==> src/rtl/mbinit_sb_tx_arbiter.sv <==
// mbinit_sb_tx_arbiter
//   Round-robin arbiter that shares the single sideband TX message channel
//   between the MBINIT sub-modules. Only one message is in flight at a time.
//   The granted message is latched and held until the sideband busy
//   handshake completes.
//
// Ports
//   CLK, rst_n      clock, asynchronous active-low reset
//   i_flush         synchronous abort back to IDLE (no done, pointer kept)
//   i_req_valid     per-requester level valid
//   i_req_msg       per-requester message code, slice k = [k*MSG_W +: MSG_W]
//   i_sb_busy       sideband TX busy
//   o_sb_valid      one-cycle message strobe to the sideband encoder
//   o_sb_msg        latched message of the current transaction
//   o_grant         one-hot owner of the current transaction
//   o_done          one-hot, one-cycle completion pulse for the owner
//   o_timeout_err   one-cycle pulse when busy never asserts (optional)
//
// Optional feature: define SB_ARB_TIMEOUT_EN to abort a transaction when
// i_sb_busy has not asserted within TIMEOUT_CYC cycles of WAIT_BUSY.
module mbinit_sb_tx_arbiter #(
  parameter int N_REQ       = 4,
  parameter int MSG_W       = 4,
  parameter int TIMEOUT_CYC = 1023
) (
  input  logic                   CLK,
  input  logic                   rst_n,
  input  logic                   i_flush,
  input  logic [N_REQ-1:0]       i_req_valid,
  input  logic [N_REQ*MSG_W-1:0] i_req_msg,
  input  logic                   i_sb_busy,
  output logic                   o_sb_valid,
  output logic [MSG_W-1:0]       o_sb_msg,
  output logic [N_REQ-1:0]       o_grant,
  output logic [N_REQ-1:0]       o_done
`ifdef SB_ARB_TIMEOUT_EN
  ,
  output logic                   o_timeout_err
`endif
);

  localparam int IDX_W = (N_REQ > 1) ? $clog2(N_REQ) : 1;

  typedef enum logic [1:0] {IDLE, ISSUE, WAIT_BUSY, WAIT_DONE} state_t;

  state_t                        state, state_nxt;
  logic                          busy_d, fall;
  logic [IDX_W-1:0]              ptr, ptr_nxt, win, win_nxt, arb_idx;
  logic                          arb_hit;
  logic [IDX_W:0]                scan;
  logic [N_REQ-1:0][MSG_W-1:0]   msg_arr;
  logic                          sb_valid_nxt;
  logic [MSG_W-1:0]              msg_nxt;
  logic [N_REQ-1:0]              grant_nxt, done_nxt;

  assign msg_arr = i_req_msg;
  assign fall    = busy_d & ~i_sb_busy;

`ifdef SB_ARB_TIMEOUT_EN
  localparam int CNT_W = $clog2(TIMEOUT_CYC + 1);
  logic [CNT_W-1:0] cnt;
  logic             tmo, err_nxt;

  // Counter is held at zero outside WAIT_BUSY, so it starts from zero on entry.
  always_ff @(posedge CLK or negedge rst_n)
    if (!rst_n)                  cnt <= '0;
    else if (state != WAIT_BUSY) cnt <= '0;
    else                         cnt <= cnt + 1'b1;

  // Fires on the TIMEOUT_CYC-th WAIT_BUSY cycle without busy.
  assign tmo = (state == WAIT_BUSY) && !i_sb_busy && !fall &&
               (cnt == CNT_W'(TIMEOUT_CYC - 1));
`endif

  // Rotating priority: first valid scanning upward from ptr+1, wrapping.
  always_comb begin
    arb_hit = 1'b0;
    arb_idx = '0;
    scan    = '0;
    for (int i = 1; i <= N_REQ; i++) begin
      scan = {1'b0, ptr} + (IDX_W+1)'(i);
      if (scan >= (IDX_W+1)'(N_REQ)) scan = scan - (IDX_W+1)'(N_REQ);
      if (!arb_hit && i_req_valid[scan[IDX_W-1:0]]) begin
        arb_hit = 1'b1;
        arb_idx = scan[IDX_W-1:0];
      end
    end
  end

  // State register
  always_ff @(posedge CLK or negedge rst_n)
    if (!rst_n) state <= IDLE;
    else        state <= state_nxt;

  // Next-state logic
  always_comb begin
    state_nxt = state;
    if (i_flush) state_nxt = IDLE;
    else begin
      case (state)
        IDLE:      if (arb_hit && !i_sb_busy) state_nxt = ISSUE;
        ISSUE:     state_nxt = WAIT_BUSY;
        WAIT_BUSY: begin
          if (i_sb_busy) state_nxt = WAIT_DONE;
          else if (fall) state_nxt = IDLE;   // busy pulse already came and went
`ifdef SB_ARB_TIMEOUT_EN
          else if (tmo)  state_nxt = IDLE;
`endif
        end
        WAIT_DONE: if (fall) state_nxt = IDLE;
        default:   state_nxt = IDLE;
      endcase
    end
  end

  // Output logic: next values of the registered outputs and bookkeeping
  always_comb begin
    sb_valid_nxt = 1'b0;
    msg_nxt      = o_sb_msg;
    grant_nxt    = o_grant;
    done_nxt     = '0;
    win_nxt      = win;
    ptr_nxt      = ptr;
`ifdef SB_ARB_TIMEOUT_EN
    err_nxt      = 1'b0;
`endif
    if (i_flush) grant_nxt = '0;
    else begin
      case (state)
        IDLE: if (state_nxt == ISSUE) begin
          sb_valid_nxt = 1'b1;
          win_nxt      = arb_idx;
          msg_nxt      = msg_arr[arb_idx];
          grant_nxt    = N_REQ'(1) << arb_idx;
        end
        ISSUE: ;
        WAIT_BUSY: begin
          if (!i_sb_busy && fall) begin
            done_nxt  = o_grant;
            grant_nxt = '0;
            ptr_nxt   = win;
          end
`ifdef SB_ARB_TIMEOUT_EN
          else if (tmo) begin
            err_nxt   = 1'b1;
            grant_nxt = '0;
            ptr_nxt   = win;
          end
`endif
        end
        WAIT_DONE: if (fall) begin
          done_nxt  = o_grant;
          grant_nxt = '0;
          ptr_nxt   = win;
        end
        default: grant_nxt = '0;
      endcase
    end
  end

  always_ff @(posedge CLK or negedge rst_n)
    if (!rst_n) begin
      o_sb_valid <= 1'b0;
      o_sb_msg   <= '0;
      o_grant    <= '0;
      o_done     <= '0;
      win        <= '0;
      ptr        <= IDX_W'(N_REQ - 1);
      busy_d     <= 1'b0;
    end else begin
      o_sb_valid <= sb_valid_nxt;
      o_sb_msg   <= msg_nxt;
      o_grant    <= grant_nxt;
      o_done     <= done_nxt;
      win        <= win_nxt;
      ptr        <= ptr_nxt;
      busy_d     <= i_sb_busy;
    end

`ifdef SB_ARB_TIMEOUT_EN
  always_ff @(posedge CLK or negedge rst_n)
    if (!rst_n) o_timeout_err <= 1'b0;
    else        o_timeout_err <= err_nxt;
`endif

endmodule

==> config.mk <==
export PLATFORM = sky130hd
export DESIGN_NAME = mbinit_sb_tx_arbiter
export DESIGN_NICKNAME = d
export VERILOG_FILES = /design/src/rtl/mbinit_sb_tx_arbiter.sv
export SDC_FILE = /design/constraint.sdc
export NUM_CORES = 1
export LEC_CHECK = 0
export CORE_MARGIN = 10
export CORE_UTILIZATION = 42
export DETAILED_ROUTE_END_ITERATION = 10
export GPL_TIMING_DRIVEN = 0
export PLACE_DENSITY = 0.72
export SYNTH_ARGS = -nofsm -noshare
export SYNTH_HDL_FRONTEND = slang
export SYNTH_SLANG_ARGS = --single-unit
==> constraint.sdc <==
create_clock -name CLK -period 2.05 [get_ports CLK]
set_input_delay 0.5125 -clock CLK [delete_from_list [all_inputs] [get_ports CLK]]
set_output_delay 0.5125 -clock CLK [all_outputs]
set_load 0.01 [all_outputs]
==> results of run 1 <==
==> power breakdown <==
part           switching (W)  internal, W
logic               0.000277     0.000285
registers          0.0000643     0.000494
clock network       0.000123     0.000108
total               0.000464     0.000887
==> layout by cell type (no fill, tap or decap), drive strengths merged, types with 2 or more instances in the layout <==
master         Yosys  final
clkdlybuf4s50      0     34
dfrtp             18     18
nor2              13     13
nand2             11     11
mux2               5      5
o21ai              5      5
and2               4      4
clkbuf             0      4
nor3               4      4
o211ai             4      4
mux2i              3      3
nor2b              3      3
a21oi              3      3
o31ai              3      3
or2                2      2
o21a               2      2
nand2b             2      2
o31a               2      2
nand4              2      2
a211o              2      2
dfstp              2      2
nand3              2      2
inv                2      2
==> worst register-to-register path, stage by stage (launching register included) <==
cell and delay (ns):
dfstp_2 0.61, inv_1 0.07, o311a_2 0.49, nor2_1 0.17, a21boi_0 0.26, o31ai_2 0.08
==> layer usage <==
metal / vias to the layer above / track usage [%] / part of all wire, %
met5: - / 0 / 0
met2: 31 / 18.2 / 49
met4: 0 / 0.645 / 0.31
met3: 2 / 5.23 / 9.0
li1: 452 / - / -
met1: 425 / 12.2 / 42
==> metrics by stage <==
step | area (um^2) | hold slack [ns]
after floorplan | 1100 | 0.217
after CTS | 1540 | 0.499
after global placement | 1500 | 0.462
after detailed placement | 1500 | 0.466
final | 1550 | 0.495
after global routing | 1550 | 0.533
==> cell usage after synthesis (2+ instances only) <==
master	count	area, um^2
dfrtp_1	18	450
nor2_1	12	45.0
nand2_1	10	37.5
and2_1	4	25.0
mux2_1	4	45.0
mux2i_1	3	30.0
nor2b_1	3	18.8
nor3_1	3	15.0
o21ai_0	3	15.0
a211o_1	2	17.5
a21oi_2	2	17.5
dfstp_2	2	52.6
nand2b_1	2	12.5
nand4_1	2	12.5
o211ai_1	2	15.0
o211ai_2	2	25.0
o21a_1	2	15.0
o21ai_1	2	10.0
o31a_1	2	17.5
o31ai_1	2	15.0
or2_2	2	12.5
==> cell type report <==
class,instances,area share [%]
Timing Repair Buffer,36,23.3
Clock buffer,4,2.34
Multi-Input combinational cell,81,38.6
Tap cell,30,2.42
Sequential cell,20,32.5
Inverter,2,0.808
==> sequential cells by signal (all words and copies together) (netlist names) <==
name,count
o_sb_valid,1
state,2
o_grant,4
win,2
ptr,2
o_done,4
o_sb_msg,4
busy_d,1
==> final timing paths <==
| check | from | to | slack [ns] | cells past startpoint |
|---|---|---|---|---|
| setup / recovery | i_req_valid[3] | o_grant[0] | 0.07 | 6 |
| hold / removal | win[0] | win[0] | 0.49 | 2 |
| setup reg to reg | ptr[1] | o_sb_msg[0] | 0.27 | 5 |
| hold reg to reg | win[0] | win[0] | 0.49 | 2 |
| max in group asynchronous | rst_n | o_grant[1] | 0.82 | 1 |
| min in group asynchronous | rst_n | state[0] | 0.70 | 1 |
==> cell families after synthesis <==
family          count (synthesis)
flops                          20
compound gates                 25
buf+inv                         2
simple gates                   48
mux                             8
==> what timing repair did <==
action,in CTS,in global routing
pin swaps,0,0
resized for setup,1,4
setup endpoints to repair,2,7
hold buffers,0,0
==> reports/results.ini, run 1 <==
[timing]
post-route-period-util_pct=96.5
hold_viol=0
fin_setup_tns_ns=0
clock.fmax_mhz=506
setup_viol=0
slew_headroom_pct=41.7
worst_slack_ns=0.0725
drv_slew=0
min_period_ns=1.98
rsz0062_at_grt=no
tightestPinTransition_ns=0.872
finClkSkew_ns=0.00189

[floorplan]
start_util_pct=44.1
num_io_pins=37
core_area_um2=2500
chipHeight_um=71.2
die_w_um=71.2
design.die.area_um2=5070
row_count=18

[cts]
clockBufferDepth=2
cts_tree=yes
cts_inserted_buffers=3
cts_num_sinks=20
clk_pin_slew_worst_paths_ns=0.12
cts-root-buf=clkbuf_4
h-tree-depth=1
clk_latency_ns=0.30
postCtsSetupRepairBufs=0

[global_route]
grt_max_degree=21
grt_overflow_total=0
antenna_found_initial=0
grt_pass1_wl_um=4620
grt_pass1_vias=1016
track_usage_pct=10.6

[routing]
detail_route.wl_per_cell_um=15.1
vias=910
firstDrtPassIters=4
antenna_left=0
via_per_inst=5.26
drtIter0Drc=14
drcViolationCount=0
wl_um=2610

[hold_path]
hold_path.class=register to register

[layout]
multi_input_area_um2=598
nets=168
drive_gt1_share_pct=18.2
regArea_um2=503
fin_util_pct=62.0
syn_to_final_growth_pct=40.5
final_cells=173
num_antenna_cells=0
nFillCells=207

[place]
dp_cells=169
portBuffers=36
place_hpwl_um=2140
dp_slack_ns=-0.336
place_congestion=0.798

[worst_setup_path]
slowest_stage=or4_4
cp_max_fo=5
end_kind=register
crit_chain=clkdlybuf4s50_1 -> or4_4 -> nand2_1 -> a21oi_2 -> nor2_4 -> mux2_1
arrival_ns=2.17
path_buf_inv=1
required_ns=2.24
startpoint_type=input pin
critPathTopFamily=simple AND/OR/NAND/NOR gates
cpPeakStageDelay_ns=0.52
criticalPathCategory=input pin to register

[logic_synthesis]
synth_compound_area_share_pct=18.5
yosys.area_share.adder_pct=0
async_flop_share_pct=100
synth-warning-count=0
synth_nets=127
syn-instance-count=103
seq_area_frac_synth_pct=45.6
yosys.area_share.simple_pct=26.9
synthesis.area_um2=1100
synth-main-ff-cell=dfrtp_1
syn_avg_cell_area_um2=10.7
synth_edf_count=0
synth-seq-cells=20
synthXorXnorAreaFrac_pct=0
synth_top_family_by_area=simple AND/OR/NAND/NOR gates
synth_cell_type_count=40
muxShareOfSynthArea_pct=7.83

[power_and_ir_drop]
p_per_area_nw_per_um2=872
vdd_drop_max_uv=636
power_leakage_nw=0.659
power_w=0.00135

[outcome]
status=finished clean

[job]
drv_cap=0

Note: power is estimated with default switching activity, not from simulation.
==> run 2, diff against run 1 <==
==> constraint.sdc (replaced) <==
create_clock -name CLK -period 2.2 [get_ports CLK]
set_input_delay 0.55 -clock CLK [delete_from_list [all_inputs] [get_ports CLK]]
set_output_delay 0.55 -clock CLK [all_outputs]
set_load 0.01 [all_outputs]
==> reports/results.ini, run 2 (synthesis results as in run 1) <==
[power_and_ir_drop]
p_sw_w=0.000428  ; -7.8%
p_per_area_nw_per_um2=815  ; -6.6%
clkPwrFrac_pct=17.1  ; about the same
comb_power_share_pct=41.7  ; about the same
power_w=0.00125  ; -7.3%
p_seq_share_pct=41.3  ; about the same
vdd_drop_max_uv=591  ; -7.0%
power_leakage_nw=0.646  ; -2.0%
p_int_w=0.000824  ; -7.1%
switching_share_pct=34.2  ; -0.18 points

[cts]
cts-root-buf=clkbuf_4
clk_latency_ns=0.30  ; about the same
clockBufferDepth=2  ; unchanged
cts_resized=0  ; -1
postCtsSetupRepairBufs=0  ; unchanged
cts_tree=yes
cts_inserted_buffers=3  ; unchanged
h-tree-depth=1  ; unchanged
clk_pin_slew_worst_paths_ns=0.12  ; about the same
hold_buffers=0  ; unchanged
cts_num_sinks=20  ; unchanged

[timing]
setup_viol=0  ; unchanged
rsz0062_at_grt=no
fin_setup_tns_ns=0  ; unchanged
slew_headroom_pct=41.7  ; +0.091 points
clock.fmax_mhz=478
post-route-period-util_pct=95.1
tightestPinTransition_ns=0.871  ; -0.00137 ns
drv_slew=0  ; unchanged
finClkSkew_ns=0.00370  ; +0.00181 ns
hold_viol=0  ; unchanged
min_period_ns=2.09

[floorplan]
num_io_pins=37  ; unchanged
design.die.area_um2=5070  ; unchanged
row_count=18  ; unchanged
start_util_pct=44.1  ; unchanged
core_area_um2=2500  ; unchanged
die_w_um=71.2  ; unchanged
chipHeight_um=71.2  ; unchanged

[routing]
firstDrtPassIters=4  ; unchanged
wl_um=2610  ; about the same
detail_route.wl_per_cell_um=15.1  ; about the same
via_per_inst=5.34  ; +1.5%
antenna_left=0  ; unchanged
drcViolationCount=0  ; unchanged
vias=924  ; +1.5%
drtIter0Drc=15  ; +1

[worst_setup_path]
startpoint_type=input pin
startpoint=i_req_valid[0]
reg2reg_to=o_sb_msg[0]
cp_max_fo=5  ; unchanged
criticalPathCategory=input pin to register
reg2reg_from=ptr[1]
required_ns=2.39  ; +0.15 ns
end_kind=register
cp-endpoint=o_grant[0]
r2r_slack_ns=0.44  ; +0.17 ns
r2r_cells=5  ; unchanged
arrival_ns=2.28  ; +0.11 ns

[layout]
regArea_um2=503  ; unchanged
syn_to_final_growth_pct=39.4
drive_gt1_share_pct=16.1  ; -2.1 points
multi_input_area_um2=587  ; -1.9%
reg_top3=o_done x4, o_grant x4, o_sb_msg x4
final_common_cell=clkdlybuf4s50_1
num_antenna_cells=0  ; unchanged
nFillCells=209  ; +0.97%
layout_common_cells=clkdlybuf4s50_1, dfrtp_1, nor2_1, nand2_1
nets=168  ; unchanged

[global_route]
grt_pass1_wl_um=4620  ; unchanged
grt_overflow_total=0  ; unchanged
grt_max_degree=21  ; unchanged
grt_pass1_vias=1016  ; unchanged
antenna_found_initial=0  ; unchanged
track_usage_pct=10.6  ; unchanged

[hold_path]
hold_path_depth=2  ; unchanged
hold_path.class=register to register
worstHoldStart=win[0]

[outcome]
status=finished clean

[place]
portBuffers=36  ; unchanged
place_congestion=0.798  ; unchanged
place_hpwl_um=2140  ; unchanged

[job]
drv_cap=0  ; unchanged

## run 2: metrics by stage
stage | cell area, um^2 | util, % | hold WS, ns | setup slack [ns] | std cells
final | 1540 | 61.5 | 0.495 | 0.108 | 173
after global routing | 1540 | 61.5 | 0.533 | 0.0115 | 173
after floorplan | 1100 | - | 0.254 | 0.383 | 103
after detailed placement | 1500 | 60.0 | 0.466 | -0.224 | 169
after CTS | 1540 | 61.5 | 0.499 | 0.108 | 173
after global placement | 1500 | 60.0 | 0.462 | -0.190 | 169
## run 2: power groups by stage
stage | registers, W | logic (W) | clock network (W)
after floorplan | 0.000539 | 0.000288 | 0
after global placement | 0.000521 | 0.000516 | 0
after detailed placement | 0.000525 | 0.000526 | 0
after CTS | 0.000516 | 0.000530 | 0.000223
after global routing | 0.000529 | 0.000574 | 0.000241
final | 0.000516 | 0.000522 | 0.000214
## run 2: cell type report
cell class | instances | share of cell area (%)
multi-input combinational | 81 | 38.2
sequential | 20 | 32.7
timing repair buffer | 36 | 23.5
tap | 30 | 2.44
clock buffer | 4 | 2.36
inverter | 2 | 0.814
## run 2: how the worst min path moves through the flow
| stage | endpoint | slack [ns] |
|---|---|---|
| 3_3_place_gp | win[0] | 0.46 |
| 2_1_floorplan | busy_d | 0.25 |
| 4_1_cts | win[1] | 0.50 |
| 5_1_grt | o_sb_msg[3] | 0.53 |
| 3_5_place_dp | ptr[1] | 0.47 |
| 6_report | win[0] | 0.49 |
## run 2: layer usage
| metal | track usage [%] | share of wire, % | vias to the layer above |
|---|---|---|---|
| li1 | - | - | 454 |
| met1 | 12.2 | 42 | 433 |
| met2 | 18.2 | 49 | 35 |
| met3 | 5.23 | 9.1 | 2 |
| met4 | 0.645 | 0.31 | 0 |
| met5 | 0 | 0 | - |
## run 2: worst max-delay path: stages
cell	delay, ns
clkdlybuf4s50_1	0.48
or4_4	0.58
nand2_1	0.12
a21oi_2	0.07
nor2_4	0.14
mux2_1	0.34
==> run 3, diff against run 2 <==
--- a/config.mk
+++ b/config.mk
@@ -5,7 +5,7 @@
 export SDC_FILE = /design/constraint.sdc
 export NUM_CORES = 1
 export LEC_CHECK = 0
-export CORE_MARGIN = 10
+export CORE_MARGIN = 4
 export CORE_UTILIZATION = 42
 export DETAILED_ROUTE_END_ITERATION = 10
 export GPL_TIMING_DRIVEN = 0
==> reports/results.ini, run 3 (synthesis results as in run 1) <==
[worst_setup_path]
cpPeakStageDelay_ns=0.62  ; +0.04 ns
arrival_ns=2.32  ; +0.04 ns
startpoint_type=input pin
end_kind=register
crit_chain=clkdlybuf4s50_1 -> nor2_1 -> nor3_1 -> o31ai_1 -> a211o_1 -> o211ai_2
critPathTopFamily=simple AND/OR/NAND/NOR gates
path_buf_inv=1  ; unchanged
required_ns=2.43  ; +0.04 ns
slowest_stage=nor3_1
r2r_cells=5  ; unchanged
cp.depth=6  ; unchanged
criticalPathCategory=input pin to register
cp_max_fo=6  ; +1

[power_and_ir_drop]
p_per_area_nw_per_um2=811  ; -0.47%
power_leakage_nw=0.646  ; unchanged
vdd_drop_max_uv=640  ; +8.1%

[place]
dp_cells=169  ; unchanged
place_congestion=0.878  ; +10%
dp_slack_ns=-0.205  ; +0.0189 ns
portBuffers=36  ; unchanged
place_hpwl_um=1870  ; -13%

[cts]
clockBufferDepth=2  ; unchanged
clk_pin_slew_worst_paths_ns=0.11  ; about the same
h-tree-depth=1  ; unchanged
cts_tree=yes
cts_inserted_buffers=3  ; unchanged
cts_num_sinks=20  ; unchanged
postCtsSetupRepairBufs=0  ; unchanged
hold_buffers=0  ; unchanged
cts-root-buf=clkbuf_4
cts_resized=0  ; unchanged
clk_latency_ns=0.29  ; about the same

[timing]
worst_slack_ns=0.105  ; -0.00363 ns
post-route-period-util_pct=95.2  ; +0.16 points
finClkSkew_ns=0.00126  ; -0.00244 ns
clock.fmax_mhz=477  ; -0.17%
min_period_ns=2.10  ; +0.00363 ns
drv_slew=0  ; unchanged
tightestPinTransition_ns=0.897  ; +0.0264 ns
hold_viol=0  ; unchanged
rsz0062_at_grt=no
slew_headroom_pct=40.0  ; -1.8 points
setup_viol=0  ; unchanged

[layout]
drive_gt1_share_pct=16.1  ; unchanged
syn_to_final_growth_pct=39.4  ; unchanged
final_common_cell=clkdlybuf4s50_1
fin_util_pct=61.5  ; unchanged
layout_common_cells=clkdlybuf4s50_1, dfrtp_1, nor2_1, nand2_1
final_cells=173  ; unchanged
num_antenna_cells=0  ; unchanged
nets=168  ; unchanged
reg_top3=o_done x4, o_grant x4, o_sb_msg x4
nFillCells=207  ; -0.96%

[global_route]
grt_max_degree=21  ; unchanged
track_usage_pct=15.0  ; +4.3 points
antenna_found_initial=0  ; unchanged
grt_overflow_total=0  ; unchanged
grt_pass1_wl_um=4010  ; -13%
grt_pass1_vias=932  ; -8.3%

[routing]
via_per_inst=5.40  ; +1.1%
firstDrtPassIters=5  ; +1
detail_route.wl_per_cell_um=13.7  ; -9.0%
wl_um=2380  ; -9.0%
vias=934  ; +1.1%
antenna_left=0  ; unchanged
drtIter0Drc=24  ; +9
drcViolationCount=0  ; unchanged

[floorplan]
row_count=18  ; unchanged
die_w_um=59.2  ; -17%
chipHeight_um=59.2  ; -17%
design.die.area_um2=3510  ; -31%
start_util_pct=44.1  ; unchanged
core_area_um2=2500  ; unchanged
num_io_pins=37  ; unchanged

[outcome]
status=finished clean

[hold_path]
hold_path.class=register to register
hold_path_depth=2  ; unchanged

[job]
drv_cap=0  ; unchanged

run 3: cell counts in the layout (fill, tap and decap cells not counted):
No cell type changed its count.
run 3: layer usage:
| layer | track usage (%) | vias to the layer above | share of wire (%) |
|---|---|---|---|
| li1 | - | 457 | - |
| met1 | 18.0 | 444 | 44 |
| met2 | 25.3 | 29 | 49 |
| met3 | 4.58 | 4 | 5.9 |
| met4 | 4.85 | 0 | 1.1 |
| met5 | 0 | - | 0 |
run 3: layout make-up:
cell class              instances  area, um^2  share of cell area (%)
inverters                       2        12.5                   0.814
clock buffers                   4        36.3                    2.36
well taps                      30        37.5                    2.44
multi-input cells              81         587                    38.2
repair buffers                 36         360                    23.5
flip-flops and latches         20         503                    32.7
run 3: metrics by stage:
| step | area, um^2 | power [W] | hold slack [ns] | TNS, ns |
|---|---|---|---|---|
| 2_1_floorplan | 1100 | 0.000827 | 0.254 | 0 |
| 5_1_grt | 1540 | 0.00134 | 0.529 | 0 |
| 6_report | 1540 | 0.00125 | 0.493 | 0 |
| 4_1_cts | 1540 | 0.00126 | 0.498 | 0 |
| 3_5_place_dp | 1500 | 0.00105 | 0.468 | -1.35 |
| 3_3_place_gp | 1500 | 0.00103 | 0.462 | -1.18 |
run 3: final timing paths:
path | from | slack (ns) | to
min reg2reg | win[1] | 0.49 | win[1]
max in group asynchronous | rst_n | 0.90 | o_grant[1]
max | i_req_valid[1] | 0.10 | o_sb_msg[3]
max reg2reg | ptr[1] | 0.45 | o_sb_msg[0]
min in group asynchronous | rst_n | 0.75 | state[0]
min | win[1] | 0.49 | win[1]
run 3: power by group:
part	switching [W]	internal [W]	leakage (nW)
Sequential	0.0000586	0.000460	0.255
Clock	0.000109	0.000101	0.0210
Combinational	0.000254	0.000263	0.370
run 3: worst register-to-register path: cells and delay by family (launching register included):
family	cells	cell delay [ns]
and+or+nand+nor	1	0.15
buffers and inverters	1	0.07
DFF	1	0.60
AOI/OAI and AO/OA	3	0.82
